## src/rtl/filter_pkg.sv

```systemverilog
// filter_pkg: shared defaults and helpers for the filter_bank input conditioner.
//   FILTER_DEFAULT_CYCLES - default stability window in clocks
//   FILTER_DEFAULT_SYNC   - default synchroniser depth
//   filter_cnt_width()    - width of the per-channel stability counter
package filter_pkg;

    localparam int FILTER_DEFAULT_CYCLES = 8;
    localparam int FILTER_DEFAULT_SYNC   = 2;

    function automatic int filter_cnt_width(input int cycles);
        return $clog2(cycles + 1);
    endfunction

endpackage

```

## src/rtl/filter_channel.sv

```systemverilog
// filter_channel: one input conditioning lane.
//   synchroniser (SYNC_STAGES flops) -> stability counter -> edge detector
// Ports:
//   clk, reset (sync, active high)
//   din   - raw asynchronous input
//   out   - filtered level (straight from the state flop)
//   rise  - one-cycle pulse on the first cycle out shows 1
//   fall  - one-cycle pulse on the first cycle out shows 0
module filter_channel
    import filter_pkg::*;
#(
    parameter int   FILTER_CYCLES = FILTER_DEFAULT_CYCLES,
    parameter int   SYNC_STAGES   = FILTER_DEFAULT_SYNC,
    parameter logic INIT_VALUE    = 1'b0
) (
    input  logic clk,
    input  logic reset,
    input  logic din,
    output logic out,
    output logic rise,
    output logic fall
);

    localparam int CW = filter_cnt_width(FILTER_CYCLES);
    localparam logic [CW-1:0] CNT_MAX = CW'(FILTER_CYCLES - 1);

    logic [SYNC_STAGES-1:0] sync_q, sync_d;
    logic [CW-1:0]          cnt_q, cnt_d;
    logic                   state_q, state_d;
    logic                   prev_q, prev_d;
    logic                   sync;

    always_comb begin
        sync_d  = {sync_q[SYNC_STAGES-2:0], din};
        sync    = sync_q[SYNC_STAGES-1];
        state_d = state_q;
        cnt_d   = '0;
        // Any agreeing sample drops cnt back to 0, so only an unbroken
        // run of FILTER_CYCLES disagreeing samples can flip the state.
        if (sync != state_q) begin
            if (cnt_q == CNT_MAX) begin
                state_d = sync;
            end else begin
                cnt_d = cnt_q + 1'b1;
            end
        end
        prev_d = state_q;
    end

    always_ff @(posedge clk) begin
        if (reset) begin
            sync_q  <= {SYNC_STAGES{INIT_VALUE}};
            cnt_q   <= '0;
            state_q <= INIT_VALUE;
            prev_q  <= INIT_VALUE;
        end else begin
            sync_q  <= sync_d;
            cnt_q   <= cnt_d;
            state_q <= state_d;
            prev_q  <= prev_d;
        end
    end

    // Both terms come from flops, so the pulses are glitch-free and
    // line up with the first cycle of the new out level.
    assign out  = state_q;
    assign rise = state_q & ~prev_q;
    assign fall = ~state_q & prev_q;

endmodule

```

## src/rtl/filter_bank.sv

```systemverilog
// filter_bank: CHANNELS independent glitch filters with edge pulses.
// Ports:
//   clk, reset          - single clock, synchronous active-high reset
//   in[CHANNELS]        - raw asynchronous pad inputs
//   out[CHANNELS]       - filtered levels
//   rise/fall[CHANNELS] - one-cycle edge pulses aligned with out
//   evt_clr, evt_rise_pend, evt_fall_pend - sticky edge flags, only when
//     FILTER_BANK_EVENT_LATCH_EN is defined
module filter_bank
    import filter_pkg::*;
#(
    parameter int                  CHANNELS      = 8,
    parameter int                  FILTER_CYCLES = FILTER_DEFAULT_CYCLES,
    parameter int                  SYNC_STAGES   = FILTER_DEFAULT_SYNC,
    parameter logic [CHANNELS-1:0] INIT_VALUE    = '0
) (
    input  logic                clk,
    input  logic                reset,
    input  logic [CHANNELS-1:0] in,
`ifdef FILTER_BANK_EVENT_LATCH_EN
    input  logic [CHANNELS-1:0] evt_clr,
    output logic [CHANNELS-1:0] evt_rise_pend,
    output logic [CHANNELS-1:0] evt_fall_pend,
`endif
    output logic [CHANNELS-1:0] out,
    output logic [CHANNELS-1:0] rise,
    output logic [CHANNELS-1:0] fall
);

    if (CHANNELS < 1) begin : g_bad_channels
        $error("filter_bank: CHANNELS must be >= 1");
    end
    if (FILTER_CYCLES < 1) begin : g_bad_cycles
        $error("filter_bank: FILTER_CYCLES must be >= 1");
    end
    if (SYNC_STAGES < 2) begin : g_bad_sync
        $error("filter_bank: SYNC_STAGES must be >= 2");
    end

    for (genvar i = 0; i < CHANNELS; i++) begin : g_ch
        filter_channel #(
            .FILTER_CYCLES(FILTER_CYCLES),
            .SYNC_STAGES  (SYNC_STAGES),
            .INIT_VALUE   (INIT_VALUE[i])
        ) u_ch (
            .clk  (clk),
            .reset(reset),
            .din  (in[i]),
            .out  (out[i]),
            .rise (rise[i]),
            .fall (fall[i])
        );
    end

`ifdef FILTER_BANK_EVENT_LATCH_EN
    logic [CHANNELS-1:0] erp_q, erp_d;
    logic [CHANNELS-1:0] efp_q, efp_d;

    // Set is OR-ed in after the clear so an edge landing in the clear
    // cycle is still recorded.
    always_comb begin
        erp_d = (erp_q & ~evt_clr) | rise;
        efp_d = (efp_q & ~evt_clr) | fall;
    end

    always_ff @(posedge clk) begin
        if (reset) begin
            erp_q <= '0;
            efp_q <= '0;
        end else begin
            erp_q <= erp_d;
            efp_q <= efp_d;
        end
    end

    assign evt_rise_pend = erp_q;
    assign evt_fall_pend = efp_q;
`endif

endmodule

```

## config.mk

```make
export PLATFORM = sky130hd
export DESIGN_NAME = filter_bank
export DESIGN_NICKNAME = d
export VERILOG_FILES = /design/src/rtl/filter_pkg.sv /design/src/rtl/filter_channel.sv /design/src/rtl/filter_bank.sv
export SDC_FILE = /design/constraint.sdc
export NUM_CORES = 1
export LEC_CHECK = 0
export CORE_MARGIN = 2
export CORE_UTILIZATION = 40
export CTS_CLUSTER_DIAMETER = 30
export DETAILED_ROUTE_END_ITERATION = 8
export DONT_BUFFER_PORTS = 1
export GPL_ROUTABILITY_DRIVEN = 0
export GPL_TIMING_DRIVEN = 0
export SYNTH_ARGS = -nofsm -noshare
export SYNTH_HDL_FRONTEND = slang
export SYNTH_SLANG_ARGS = --single-unit
```

## constraint.sdc

```tcl
create_clock -name clk -period 1.4 [get_ports clk]
set_input_delay 0 -clock clk [delete_from_list [all_inputs] [get_ports clk]]
set_output_delay 0 -clock clk [all_outputs]
set_load 0.005 [all_outputs]
```

After elaboration in Yosys (flattened, before gate mapping)
Index checks and enable logic that the tools add are counted.
{ "classes": {"addsub": 8, "n_eq_ne": 16, "n_bitwise": 40, "n_reduce_logical": 16} }
{ "ops": {"columns": ["op", "count"], "rows": [
  ["$add A4 B1 Y4 const B", 8],
  ["$eq A4 B3 Y1 const B", 8],
  ["$not A1 Y1", 24],
  ["$reduce_or A3 Y1", 8],
  ["$and A1 B1 Y1", 16],
  ["$reduce_and A2 Y1", 8],
  ["$ne A1 B1 Y1", 8]
]} }
{ "word_totals": {"register_bits": 64, "in_bits": 10, "out_inout_bits": 24, "word_cells": 112} }

Logic depth before layout (Yosys ltp)
Gate-level depths: netlist (run 1).
{ "logic_depth": {"ltp_word": 3, "mapped_depth": 4, "ltp_nobuf": 4} }

Hierarchy
Synthesis (run 1) repeated with hierarchy kept, for this count alone.
{ "unflattened": {"hier_cells": 216, "hier_area_um2": 2312.2} }
{ "modules_own_cells": {"columns": ["mod", "instances", "cells_each", "area_per_inst_um2", "seq_area_each_um2"], "rows": [
  ["filter_channel", 8, 27, 289.0, 160.2]
]} }

Worst setup path before layout (run 1)
No wires, ideal clock.
{ "synth_timing": {"path_type": "register to register", "startpoint": "register g_ch[6].u_ch.cnt_q[0]", "endpoint": "register g_ch[6].u_ch.cnt_q[2]", "setup_ns": 0.064, "arrival_ns": 1.154, "t_required_ns": 1.336, "path_slack_ns": 0.182, "path_stages_with_launch": 5, "path_buffers": 0, "synth_period_minus_slack_ns": 1.218, "path_cell_list": "dfxtp_1 > ha_1 > and3b_1 > or3_4 > nor2_1"} }
{ "synth_between": {"elab_chain_cells": 2, "word_cells_on_any_way": 3, "classes_between": "add/sub: 1; eq/ne: 1; reduce/logical: 1"} }
{ "synth_rtl": {"columns": ["item", "line", "rtl"], "rows": [
  ["from (decl)", "filter_channel.sv:28", "logic [CW-1:0] cnt_q, cnt_d;"],
  ["from (signal assigned)", "filter_channel.sv:58", "cnt_q <= cnt_d;"],
  ["parallel branches: the longest is 2 deep, another holds $add A4 B1 Y4", null, null]
]} }
Several ways; the timed one is not identified.
A chain may end at the register's enable or synchronous reset.

Final worst setup path (run 1)
{ "layout_timing": {"startpoint": "register g_ch[6].u_ch.cnt_q[0]", "endpoint": "register g_ch[6].u_ch.cnt_q[1]"} }
Same word-level chain as after synthesis.

==> impl_metrics.tcl, run 1 <==
set metrics [dict create \
    hold_path.class "in -> reg" \
    endpoint_kind "register" \
    grt_overflow_total 0 \
    holdWs_ps 96.1 \
    status "finished clean" \
    antenna_found_initial 0 \
    clk_latency_ps 320 \
    cts_resized 0 \
    ant_nets 0 \
    dpl.hpwl_mm 2.48 \
    synth-seq-area-share_pct 51.2 \
    clk_pin_slew_ps 60 \
    finalCritPeriodShare_pct 91.7 \
    cts_root_buf "clkbuf_8" \
    cts_tree "yes" \
    drt-initial-drc-count 29 \
    grt_pass1_vias 1477 \
    ys_seq_elements 64 \
    rrSetupSlack_ps 120 \
    setup_viol 0 \
    clockBufferDepth 2 \
    cts_inserted_buffers 9 \
    diodes 0 \
    core_area_um2 5990 \
    mostFrequentLayoutCells "dfxtp_1 (64), nor2b_1 (40), nor2_1 (33)" \
    finalCriticalPeriod_ps 1280 \
    die_w_um 83.1 \
    routed-wl-met3_um 170 \
    layout.nets 282 \
    syn_nets 263 \
    critPathArrivalTime_ps 1540 \
    die_y_um 83.1 \
    crit_required_ps 1660 \
    drt-total-wl_mm 3.60 \
    dieArea_um2 6900 \
    tns_ps 0 \
    port_buffers 0 \
    ys_types 15 \
    p_leak_nw 1.34 \
    slew_violations 0 \
    first_pass_iters 4 \
    path_max_fanout 4 \
    startpoint_type "register" \
    grt_max_degree 11 \
    maxCapViolations 0 \
    relSlewSlack_pct 65.9 \
    cts_max_level 3 \
    yosys_warnings 0 \
    finClkSkew_ps 3.32 \
    criticalPathCategory "reg -> reg" \
    fin_area_um2 2820 \
    via_per_inst 4.42 \
    ff_latch_area_um2 1280 \
    num_rows 28 \
    syn_to_final_growth_pct 12.9 \
    ioPinCount 34 \
    drive_above_1_share_pct 13.4 \
    synth_cells 245 \
    syn_area_um2 2500 \
    tightestPinTransition_ps 511 \
    maxClockFrequency_ghz 0.779 \
    p_per_area_nw_per_um2 1130 \
    rsz0062_at_grt "false" \
    syn_avg_cell_area_um2 10.2 \
    wl_met2_mm 1.66 \
    track_usage_pct 11.6 \
    cts.sinks 64 \
    multiInputGateArea_um2 991 \
    drc 0 \
    hold_violations 0 \
    start_util_pct 41.8 \
    grt_pass1_wl_mm 6.32 \
    top_layer_used "met4" \
    final_common_cell "dfxtp_1" \
    dpl_cell_area_um2 2600 \
    vias 1515 \
    fillers 576 \
    m1WireLength_mm 1.71 \
    peakVddDrop_v 0.000531 \
    wire_per_inst_um 10.5 \
]
## critical path, stage by stage (launching register included)
cell and delay (ps):
dfxtp_1 320, ha_1 220, and3b_1 190, or3_4 390, nor2_1 100
## per-stage QoR
step	setup slack (ps)	cells	util (%)	power [mW]
global placement	131	320	43.3	1.97
global route	27.1	343	47.1	3.34
floorplan	182	245	-	1.95
CTS	105	343	47.1	3.24
detailed placement	118	320	43.3	1.98
finish	116	343	47.1	3.18
## Yosys cell counts
cell	count	area (um2)
buf_2	1	5.00
xor2_1	22	193
ha_1	8	100
mux2i_1	8	80.1
dfxtp_1	64	1280
buf_4	24	180
or3_4	1	11.3
nand3_1	8	40.0
nand3b_1	14	105
clkbuf_1	4	15.0
nor2_1	33	124
xnor2_1	2	17.5
nor2b_1	40	250
and3b_1	8	70.1
inv_1	8	30.0
## final timing paths
kind | start | end | cells after the start
min reg2reg | g_ch[2].u_ch.sync_q[0] | g_ch[2].u_ch.sync_q[1] | 1
max reg2reg | g_ch[6].u_ch.cnt_q[0] | g_ch[6].u_ch.cnt_q[1] | 4
min | reset | g_ch[6].u_ch.sync_q[0] | 2
max | g_ch[6].u_ch.cnt_q[0] | g_ch[6].u_ch.cnt_q[1] | 4
## repair_timing
item,CTS,global route
hold endpoints to repair,8,0
hold buffers,8,0
setup buffers,0,0
## sequential cells by signal (all words and copies together) (netlist names)
| register | cells |
|---|---|
| g_ch.u_ch.cnt_q | 32 |
| g_ch.u_ch.sync_q | 16 |
| g_ch.u_ch.out | 8 |
| g_ch.u_ch.prev_q | 8 |
## routing by layer
metal / vias up / global-route usage [%]
li1: 794 / -
met1: 687 / 13.4
met2: 28 / 18.3
met3: 6 / 3.58
met4: 0 / 8.05
met5: - / 0
## kinds of logic after synthesis
logic type | synth area share (%)
xor+xnor | 8.40
flops | 51.2
fa+ha+maj | 4.00
simple gates | 24.0
buf+inv | 9.20
mux | 3.20
## cell type report
type                            count  area share [%]
Buffer                             29            7.09
Multi-Input combinational cell    144            35.1
Timing Repair Buffer                8            2.84
Clock buffer                       14            5.05
Inverter                            8            1.06
Sequential cell                    64            45.4
Clock inverter                      1           0.177
Tap cell                           75            3.32
## where the power goes
group	leakage [nW]	internal (mW)	switching (mW)
Clock	0.0745	0.633	0.598
Combinational	0.741	0.0439	0.0438
Sequential	0.519	1.85	0.0128
Total	1.34	2.53	0.655
Power figures use the tool's default switching activity.
==> run 2, diff against run 1 <==
Settings changed: RECOVER_POWER from default to 50, SLEW_MARGIN from default to 20.
Clock period 1.4 ns to 1.2 ns, I/O delays scaled along.
==> run 2 against run 1 <==
  * First-iteration DRC count stayed put
  * Largest cell class unchanged
  * Final cell count is 0.29% higher
  * Critical endpoint is now g_ch[6].u_ch.cnt_q[2]
  * Flip-flop and latch count stayed put
  * Register-to-register slack worse by 110 ps
  * Setup slack worse by 110 ps
  * Clock-buffer cell count is 3 lower
  * Via count is 2.1% lower
  * Sequential power is 17% higher
==> impl_metrics.tcl, run 2 (synthesized netlist as in run 1, its figures left out) <==
set metrics [dict create \
    tightestPinTransition_ps 584 \
    cts.sinks 64 \
    dpl.hpwl_mm 2.37 \
    grt_pass1_vias 1355 \
    p_per_area_nw_per_um2 1440 \
    setup_viol 0 \
    track_usage_pct 11.4 \
    hold_path.class "in -> reg" \
    status "finished clean" \
    port_buffers 0 \
    die_y_um 83.1 \
    total_power_mw 4.18 \
    cts_inserted_buffers 9 \
    mostFrequentLayoutCells "dfxtp_1 (63), nor2b_1 (40), nor2_1 (31)" \
    wire_per_inst_um 10.6 \
    drt-initial-drc-count 29 \
    cts_tree "yes" \
    fillers 559 \
    top_regs "g_ch.u_ch.cnt_q (32), g_ch.u_ch.sync_q (16)" \
    dp.cells 320 \
    cts_max_level 3 \
    relSlewSlack_pct 61.1 \
    syn_to_final_growth_pct 16.0 \
    path_max_fanout 4 \
    drive_above_1_share_pct 16.0 \
    grt_overflow_total 0 \
    criticalPathCategory "reg -> reg" \
    finalCritPeriodShare_pct 99.3 \
    clk_pin_slew_ps 60 \
    core_area_um2 5990 \
    start_util_pct 41.8 \
    cts_root_buf "clkbuf_8" \
    pre_cts_slack_ps -51.5 \
    ioPinCount 34 \
    p_leak_nw 1.36 \
    final_common_cell "dfxtp_1" \
    grt_max_degree 11 \
    via_per_inst 4.31 \
    clockBufferDepth 2 \
    tns_ps 0 \
    path_cells "ha_4, and3b_1, or3_4, nor2_2" \
    clk_latency_ps 330 \
    largest_reg_flops 32 \
    fin_area_um2 2900 \
    hold_violations 0 \
    layout.cells.non_filler 344 \
    diodes 0 \
    die_w_um 83.1 \
    antenna_found_initial 0 \
    fin_ws_ps 8.82 \
    startpoint_type "register" \
    drc 0 \
    crit_required_ps 1480 \
    ant_nets 0 \
    critPathArrivalTime_ps 1470 \
    dpl_cell_area_um2 2600 \
    layout.nets 283 \
    grt_pass1_wl_mm 6.13 \
    finClkSkew_ps 7.39 \
    rsz0062_at_grt "true" \
    peakVddDrop_v 0.00106 \
    num_rows 28 \
    maxCapViolations 0 \
    first_pass_iters 4 \
    cp_slowest_cell "or3_4" \
    regMostFlops "g_ch.u_ch.cnt_q" \
    slew_violations 0 \
    maxClockFrequency_ghz 0.840 \
    dieArea_um2 6900 \
    max_stage_delay_ps 360 \
    finalCriticalPeriod_ps 1190 \
    vias 1483 \
    endpoint_kind "register" \
    drt-total-wl_mm 3.65 \
]
==> run 2: cell types whose count changed in the layout (fill, tap and decap cells not counted), moves of 2 or more <==
cell	before	now
nor2_2	0	2
clkbuf_4	0	11
nor2_1	33	31
buf_4	24	14
bufinv_16	0	2
clkbuf_1	9	7
==> run 2: power by group <==
group / switching, mW / internal, mW / total, mW / leakage [nW]
combinational: 0.0527 / 0.0512 / 0.104 / 0.734
sequential: 0.0156 / 2.16 / 2.17 / 0.520
clock: 0.754 / 1.15 / 1.91 / 0.103
total: 0.822 / 3.36 / 4.18 / 1.36
==> run 2: what timing repair did <==
action / in CTS / in global routing
hold buffers: 8 / 0
endpoints found under the setup margin: 4 / 5
pin swaps: 1 / 0
endpoints found under the hold margin: 8 / 0
gates resized for setup: 1 / 3
gates cloned: 0 / 0
setup buffers: 1 / 0
==> run 2: worst max-delay path: cells and delay by family, from the launching register on <==
family | cells | cell delay [ps]
DFF | 1 | 340
and+or+nand+nor | 3 | 630
adders and majority gates | 1 | 160
==> run 2: path summary, 6_finish.rpt <==
| kind | startpoint | endpoint | slack [ps] | depth (start not counted) |
|---|---|---|---|---|
| worst max-delay path | g_ch[6].u_ch.cnt_q[0] | g_ch[6].u_ch.cnt_q[2] | 9 | 4 |
| worst min-delay path | reset | g_ch[6].u_ch.sync_q[0] | 90 | 2 |
| worst max register to register | g_ch[6].u_ch.cnt_q[0] | g_ch[6].u_ch.cnt_q[2] | 9 | 4 |
| worst min register to register | g_ch[4].u_ch.sync_q[0] | g_ch[4].u_ch.sync_q[1] | 430 | 1 |
==> run 2: per-layer routing <==
layer / part of all wire [%] / vias up / track usage, % / wire length (um)
met5: 0 / - / 0 / 0
met4: 2.7 / 0 / 6.71 / 97
met3: 5.4 / 8 / 4.47 / 197
met2: 43 / 30 / 17.1 / 1560
met1: 49 / 654 / 13.8 / 1790
li1: - / 791 / - / -
==> run 2: layout make-up <==
type / instances / area [um2] / area share, %
clock buffers: 11 / 131 / 4.53
plain buffers: 29 / 199 / 6.85
flip-flops and latches: 64 / 1280 / 44.2
multi-input cells: 144 / 1010 / 34.7
inverters: 8 / 30.0 / 1.03
clock inverters: 4 / 70.1 / 2.41
repair buffers: 9 / 87.6 / 3.02
well taps: 75 / 93.8 / 3.23
==> run 2: metrics by stage <==
step	utilization, %	hold slack, ps
2_1_floorplan	-	128
3_3_place_gp	43.4	131
3_5_place_dp	43.4	136
4_1_cts	48.2	109
5_1_grt	48.5	140
6_report	48.5	91.1
